<file path="config.mk">
export PLATFORM = sky130hd
export DESIGN_NAME = pong_game_core
export DESIGN_NICKNAME = d
export VERILOG_FILES = /design/src/rtl/pong_pkg.sv /design/src/rtl/pong_draw.sv /design/src/rtl/pong_game_core.sv
export SDC_FILE = /design/constraint.sdc
export NUM_CORES = 1
export LEC_CHECK = 0
export ABC_AREA = 1
export CORE_ASPECT_RATIO = 0.9
export CORE_MARGIN = 10
export CORE_UTILIZATION = 50
export DETAILED_ROUTE_END_ITERATION = 16
export DONT_BUFFER_PORTS = 1
export GPL_TIMING_DRIVEN = 1
export HOLD_SLACK_MARGIN = 0.1
export PLACE_DENSITY = 0.64
export SYNTH_ARGS = -nofsm -noshare
export SYNTH_HDL_FRONTEND = slang
export SYNTH_HIERARCHICAL = 1
export SYNTH_SLANG_ARGS = --single-unit
</file>
<file path="constraint.sdc">
create_clock -name clk -period 4.1 [get_ports clk]
set_input_delay 0.82 -clock clk [delete_from_list [all_inputs] [get_ports clk]]
set_output_delay 0.82 -clock clk [all_outputs]
set_load 0.05 [all_outputs]
</file>
<file path="src/rtl/pong_pkg.sv">
// rtl/pong_pkg.sv - geometry, colour and state definitions shared by the pong core
package pong_pkg;

    localparam logic [9:0] SCREEN_W     = 10'd640;
    localparam logic [9:0] SCREEN_H     = 10'd480;
    localparam logic [9:0] PADDLE_W     = 10'd8;
    localparam logic [9:0] PADDLE_H     = 10'd64;
    localparam logic [9:0] BALL_SIZE    = 10'd8;
    localparam logic [9:0] PADDLE_SPEED = 10'd4;
    localparam logic [9:0] BALL_SPEED   = 10'd2;
    localparam logic [5:0] SERVE_FRAMES = 6'd60;
    localparam logic [3:0] WIN_SCORE    = 4'd9;

    localparam logic [9:0] PADDLE_Y_MAX = SCREEN_H - PADDLE_H;
    localparam logic [9:0] PADDLE_Y0    = 10'd208;
    localparam logic [9:0] L_PAD_X      = 10'd16;
    localparam logic [9:0] R_PAD_X      = 10'd616;
    localparam logic [9:0] BALL_X0      = 10'd316;
    localparam logic [9:0] BALL_Y0      = 10'd236;
    localparam logic [9:0] CENTRE_X0    = 10'd318;
    localparam logic [9:0] CENTRE_X1    = 10'd321;

    localparam logic [23:0] RGB_BLACK  = 24'h000000;
    localparam logic [23:0] RGB_YELLOW = 24'hFFFF00;
    localparam logic [23:0] RGB_WHITE  = 24'hFFFFFF;
    localparam logic [23:0] RGB_GREY   = 24'h808080;

    typedef enum logic [2:0] {
        ST_IDLE,
        ST_SERVE,
        ST_PLAY,
        ST_POINT,
        ST_GAMEOVER
    } state_t;

    // Both or neither key held leaves the paddle where it is.
    function automatic logic [9:0] paddle_step(input logic [9:0] y, input logic up, input logic dn);
        logic [9:0] ny;
        ny = y;
        if (up && !dn) begin
            ny = (y < PADDLE_SPEED) ? 10'd0 : y - PADDLE_SPEED;
        end else if (dn && !up) begin
            ny = (y > PADDLE_Y_MAX - PADDLE_SPEED) ? PADDLE_Y_MAX : y + PADDLE_SPEED;
        end
        return ny;
    endfunction

endpackage

</file>
<file path="src/rtl/pong_draw.sv">
// rtl/pong_draw.sv - registered pixel colour generator for ball, paddles and centre line
module pong_draw
    import pong_pkg::*;
(
    input  logic        clk,
    input  logic        reset_n,
    input  logic [9:0]  px,
    input  logic [9:0]  py,
    input  logic [9:0]  bx,
    input  logic [9:0]  by,
    input  logic [9:0]  lpy,
    input  logic [9:0]  rpy,
    output logic [23:0] pixel
);

    logic        visible;
    logic        in_ball;
    logic        in_lpad;
    logic        in_rpad;
    logic        in_centre;
    logic [23:0] colour;

    always_comb begin
        visible   = (px < SCREEN_W) && (py < SCREEN_H);
        in_ball   = (px >= bx) && (px < bx + BALL_SIZE) && (py >= by) && (py < by + BALL_SIZE);
        in_lpad   = (px >= L_PAD_X) && (px < L_PAD_X + PADDLE_W) && (py >= lpy) && (py < lpy + PADDLE_H);
        in_rpad   = (px >= R_PAD_X) && (px < R_PAD_X + PADDLE_W) && (py >= rpy) && (py < rpy + PADDLE_H);
        in_centre = (px >= CENTRE_X0) && (px <= CENTRE_X1) && !py[4];

        colour = RGB_BLACK;
        if (!visible) begin
            colour = RGB_BLACK;
        end else if (in_ball) begin
            colour = RGB_YELLOW;
        end else if (in_lpad || in_rpad) begin
            colour = RGB_WHITE;
        end else if (in_centre) begin
            colour = RGB_GREY;
        end
    end

    always_ff @(posedge clk or negedge reset_n) begin
        if (!reset_n) begin
            pixel <= RGB_BLACK;
        end else begin
            pixel <= colour;
        end
    end

endmodule

</file>
<file path="src/rtl/pong_game_core.sv">
// rtl/pong_game_core.sv - per-frame pong game state machine feeding the pixel generator
module pong_game_core
    import pong_pkg::*;
(
    input  logic        clk,
    input  logic        reset_n,
    input  logic [9:0]  px,
    input  logic [9:0]  py,
    input  logic        key_up_l,
    input  logic        key_dn_l,
    input  logic        key_up_r,
    input  logic        key_dn_r,
    input  logic        start,
    output logic [23:0] pixel,
    output logic [3:0]  score_l,
    output logic [3:0]  score_r,
    output logic        game_over
);

    // Key order: {start, up_l, dn_l, up_r, dn_r}
    logic [4:0] keys_meta, keys_sync;
    logic       start_prev;
    logic [9:0] py_q;
    logic       start_edge, frame_tick;

    state_t     state, state_nxt;
    logic [5:0] cnt, cnt_nxt;
    logic [9:0] lpy, lpy_nxt, rpy, rpy_nxt;
    logic [9:0] bx, bx_nxt, by, by_nxt;
    logic       dx_neg, dx_neg_nxt, dy_neg, dy_neg_nxt;
    logic       serve_neg, serve_neg_nxt;
    logic [3:0] score_l_nxt, score_r_nxt;
    logic       serve_load, serve_dir;
    logic       l_overlap, r_overlap;

    always_ff @(posedge clk or negedge reset_n) begin
        if (!reset_n) begin
            keys_meta  <= '0;
            keys_sync  <= '0;
            start_prev <= 1'b0;
            py_q       <= '0;
        end else begin
            keys_meta  <= {start, key_up_l, key_dn_l, key_up_r, key_dn_r};
            keys_sync  <= keys_meta;
            start_prev <= keys_sync[4];
            py_q       <= py;
        end
    end

    assign start_edge = keys_sync[4] && !start_prev;
    assign frame_tick = (py_q != SCREEN_H) && (py == SCREEN_H);
    assign l_overlap  = (by + BALL_SIZE > lpy) && (by < lpy + PADDLE_H);
    assign r_overlap  = (by + BALL_SIZE > rpy) && (by < rpy + PADDLE_H);
    assign game_over  = (state == ST_GAMEOVER);

    always_comb begin
        state_nxt     = state;
        cnt_nxt       = cnt;
        lpy_nxt       = lpy;
        rpy_nxt       = rpy;
        bx_nxt        = bx;
        by_nxt        = by;
        dx_neg_nxt    = dx_neg;
        dy_neg_nxt    = dy_neg;
        serve_neg_nxt = serve_neg;
        score_l_nxt   = score_l;
        score_r_nxt   = score_r;
        serve_load    = 1'b0;
        serve_dir     = 1'b0;

        if (frame_tick && state != ST_GAMEOVER) begin
            lpy_nxt = paddle_step(lpy, keys_sync[3], keys_sync[2]);
            rpy_nxt = paddle_step(rpy, keys_sync[1], keys_sync[0]);
        end

        if (start_edge && (state == ST_IDLE || state == ST_GAMEOVER)) begin
            score_l_nxt   = '0;
            score_r_nxt   = '0;
            serve_neg_nxt = 1'b0;
            serve_load    = 1'b1;
        end else if (frame_tick) begin
            case (state)
                ST_SERVE: begin
                    if (cnt == SERVE_FRAMES - 6'd1) begin
                        state_nxt = ST_PLAY;
                        cnt_nxt   = '0;
                    end else begin
                        cnt_nxt = cnt + 6'd1;
                    end
                end
                ST_POINT: begin
                    if (cnt == SERVE_FRAMES - 6'd1) begin
                        cnt_nxt = '0;
                        if (score_l == WIN_SCORE || score_r == WIN_SCORE) begin
                            state_nxt = ST_GAMEOVER;
                        end else begin
                            serve_load = 1'b1;
                            serve_dir  = serve_neg;
                        end
                    end else begin
                        cnt_nxt = cnt + 6'd1;
                    end
                end
                ST_PLAY: begin
                    if (dy_neg && by < BALL_SPEED) begin
                        by_nxt     = '0;
                        dy_neg_nxt = 1'b0;
                    end else if (!dy_neg && by > SCREEN_H - BALL_SIZE - BALL_SPEED) begin
                        by_nxt     = SCREEN_H - BALL_SIZE;
                        dy_neg_nxt = 1'b1;
                    end else begin
                        by_nxt = dy_neg ? by - BALL_SPEED : by + BALL_SPEED;
                    end

                    // Paddle faces: left at x=24, right at x=616 (ball left edge 608).
                    if (dx_neg) begin
                        if (bx <= L_PAD_X + PADDLE_W + BALL_SPEED && l_overlap) begin
                            bx_nxt     = L_PAD_X + PADDLE_W;
                            dx_neg_nxt = 1'b0;
                        end else if (bx < BALL_SPEED) begin
                            score_r_nxt   = (score_r < WIN_SCORE) ? score_r + 4'd1 : score_r;
                            serve_neg_nxt = 1'b1;
                            state_nxt     = ST_POINT;
                            cnt_nxt       = '0;
                        end else begin
                            bx_nxt = bx - BALL_SPEED;
                        end
                    end else begin
                        if (bx + BALL_SIZE + BALL_SPEED >= R_PAD_X && r_overlap) begin
                            bx_nxt     = R_PAD_X - BALL_SIZE;
                            dx_neg_nxt = 1'b1;
                        end else if (bx + BALL_SIZE + BALL_SPEED >= SCREEN_W) begin
                            score_l_nxt   = (score_l < WIN_SCORE) ? score_l + 4'd1 : score_l;
                            serve_neg_nxt = 1'b0;
                            state_nxt     = ST_POINT;
                            cnt_nxt       = '0;
                        end else begin
                            bx_nxt = bx + BALL_SPEED;
                        end
                    end
                end
                default: ;
            endcase
        end

        if (serve_load) begin
            state_nxt  = ST_SERVE;
            cnt_nxt    = '0;
            bx_nxt     = BALL_X0;
            by_nxt     = BALL_Y0;
            dy_neg_nxt = 1'b0;
            dx_neg_nxt = serve_dir;
        end
    end

    always_ff @(posedge clk or negedge reset_n) begin
        if (!reset_n) begin
            state     <= ST_IDLE;
            cnt       <= '0;
            lpy       <= PADDLE_Y0;
            rpy       <= PADDLE_Y0;
            bx        <= BALL_X0;
            by        <= BALL_Y0;
            dx_neg    <= 1'b0;
            dy_neg    <= 1'b0;
            serve_neg <= 1'b0;
            score_l   <= '0;
            score_r   <= '0;
        end else begin
            state     <= state_nxt;
            cnt       <= cnt_nxt;
            lpy       <= lpy_nxt;
            rpy       <= rpy_nxt;
            bx        <= bx_nxt;
            by        <= by_nxt;
            dx_neg    <= dx_neg_nxt;
            dy_neg    <= dy_neg_nxt;
            serve_neg <= serve_neg_nxt;
            score_l   <= score_l_nxt;
            score_r   <= score_r_nxt;
        end
    end

    pong_draw u_draw (
        .clk     (clk),
        .reset_n (reset_n),
        .px      (px),
        .py      (py),
        .bx      (bx),
        .by      (by),
        .lpy     (lpy),
        .rpy     (rpy),
        .pixel   (pixel)
    );

endmodule

</file>
==> results.toml <==
[cts]
cts-root-buf = "clkbuf_16"
cts_tree = "built"
cts_max_level = 3
cts-hold-fix-buffers = 0
cts_setup_buffers = 0
cts.reportedPaths.clkPinSlew_ns = 0.07
cts.sinks = 79
ctsLongestPathBuffers = 2
cts_buffers = 9
worstSkewPairLatency_ns = 0.36
cts_resized = 0

[logic_synthesis]
seq_area_frac_synth_pct = 23.11
ys_ff_latch = 79
netlist_top_cells_count = "316 x nand2_1, 182 x inv_1, 127 x nor2_1"
async_reset_ff_share_pct = 100.0
synth.area.top_cells = "dfrtp_1 18%, ha_1 18%, nand2_1 14%"
synth_most_common_cell = "nand2_1"
synth_ff_type = "dfrtp_1"
synth_cells = 1262
synth_top_cell_area_share_pct = 18.25
yosys_warnings = 6
avgSynthCellArea_um2 = 6.846
synth_edf_count = 0
ys_types = 51
syn_area_um2 = 8640
yosys.area.top_type = "dfrtp_1"

[global_routing]
grtUsageTotal_pct = 19.31
grt_pass1_vias = 7075
grt_pass1_wl_um = 35770
grt.overflow.total = 0
grt_max_degree = 80
antenna_found_initial = 0

[timing]
worstMarginPinSlew_ns = 1.201
skew_ns = 0.007760
finalSetupTns_ns = 0
rsz0062_at_grt = "no"
fin_crit_sh_pct = 79.08
drv_slew = 0
hold_viol = 0
hold_slack_ns = 0.1611
fmax_ghz = 0.3084
min_period_ns = 3.242
relSlewSlack_pct = 19.64
final-setup-viol-count = 0

[place]
dp.cells = 1443
dpl.hpwl_um = 16900
routabilityCongestion = 0.8903
portBuffers = 0

[worst_setup_path]
crit_type = "register to register"
rrSetupSlack_ns = 0.86
start_kind = "register"
worstPathMaxFanout = 13
end_kind = "register"
required_ns = 4.38
critPathArrivalTime_ns = 3.52

[power]
peakVddDrop_mv = 0.2894
finalPower_w = 0.003609
cellPowerDensity_nw_per_um2 = 398.9
p_leak_nw = 4.836

[routing]
wire_per_inst_um = 14.75
route.detailed.drc = 0
detail-route-antenna-nets = 0
vias = 7705
detailedRoute.firstIterationViolations = 665
vias_per_cell = 5.281
first_pass_iters = 5
totalWireLength_um = 21510

[final_layout]
num_antenna_cells = 0
layout-drive-gt1-share_pct = 6.731
nets = 1393
syn2layout_area_growth_pct = 4.707
stdcell_count = 1459

[die]
core_area_um2 = 16890
die_area_um2 = 22940
num_rows = 45
die_height_um = 144.7
fp.dieW_um = 158.6
io_pins = 60
initial_core_util_pct = 51.15

[status]
status = "finished, final reports clean"

[min_path]
hp-class = "input port to async pin"

[job]
maxCapViolations = 0
## cells by family after synthesis
| family | synth area share, % |
|---|---|
| compound gates | 9.327 |
| simple gates | 32.73 |
| flops | 23.11 |
| xor+xnor | 5.474 |
| buf+inv | 11.50 |
| fa+ha+maj | 17.81 |
| other cells | 0.04341 |
## flip-flops by register name, summed over array words and instances (netlist names), 5 cells and up
name       count
keys_sync      5
cnt            6
rpy            8
by             9
keys_meta      5
bx             9
py_q          10
lpy            8
## power breakdown
group,leakage [nW],switching [W],internal (W),total (W)
Sequential,0.934,0.000274,0.000912,0.00119
Combinational,3.73,0.000947,0.000551,0.00150
Clock,0.167,0.000362,0.000562,0.000924
Total,4.84,0.00158,0.00203,0.00361
## stage by stage
stage | cell area, um2 | utilization [%] | worst slack (ns)
floorplan | 8658 | - | 1.255
detailed placement | 8707 | 51.55 | 0.8716
global placement | 8707 | 51.55 | 1.031
global route | 9046 | 53.56 | 0.5079
finish | 9046 | 53.56 | 0.8577
CTS | 9046 | 53.56 | 0.8568
## final timing paths
check | endpoint | cells after the start | from
min in group clk | keys_sync[3] | 0 | keys_meta[3]
max | bx[8] | 17 | by[3]
min reg2reg | keys_sync[3] | 0 | keys_meta[3]
max reg2reg | bx[8] | 17 | by[3]
min | py_q[4] | 0 | reset_n
max in group asynchronous | by[7] | 0 | reset_n
## final cells by class
cell class	count	area, um2
fillers	1667	7845
multi-input cells	958	5668
flip-flops and latches	79	2004
inverters	194	743.2
well taps	211	264.0
clock buffers	10	239.0
clock inverters	6	100.1
repair buffers	1	27.53
## per-layer routing
metal	track usage [%]	vias to the layer above	wire, um
met5	0	-	0
met4	5.309	0	354
met3	3.895	27	1239
met2	29.47	181	9150
met1	27.04	3488	10770
li1	-	4009	-
## layout by cell type (no fill, tap or decap), drive strengths merged
master,n
nor2,136
a22o,1
a21boi,1
a21o,6
xor2,46
inv,193
conb,6
xnor2,8
bufinv,2
o31ai,2
nor4,2
o21a,3
a22oi,8
nand3,93
a21oi,63
nor3,34
dfstp,16
o211ai,3
ha,123
nor3b,4
o21ai,45
o21bai,1
a31oi,5
clkbuf,10
nand2,332
and2,2
o22ai,2
and3,1
buf,1
clkinv,5
or2,6
a32oi,1
nand4,15
nand3b,8
dfrtp,63
o41ai,1
## worst max-delay path, stage by stage (launching register included)
cell	delay, ns
dfstp_2	0.68
ha_1	0.25
nand2_1	0.09
nor2_1	0.20
xor2_1	0.12
ha_1	0.32
nand2_1	0.08
nor2_1	0.16
nand4_1	0.11
nand3_1	0.10
nand2_1	0.05
nor2_1	0.34
nand2_4	0.15
nand2_4	0.10
nor2_2	0.05
nor2_4	0.20
nand2_1	0.08
o21ai_1	0.09
(Power assumes the default switching activity.)
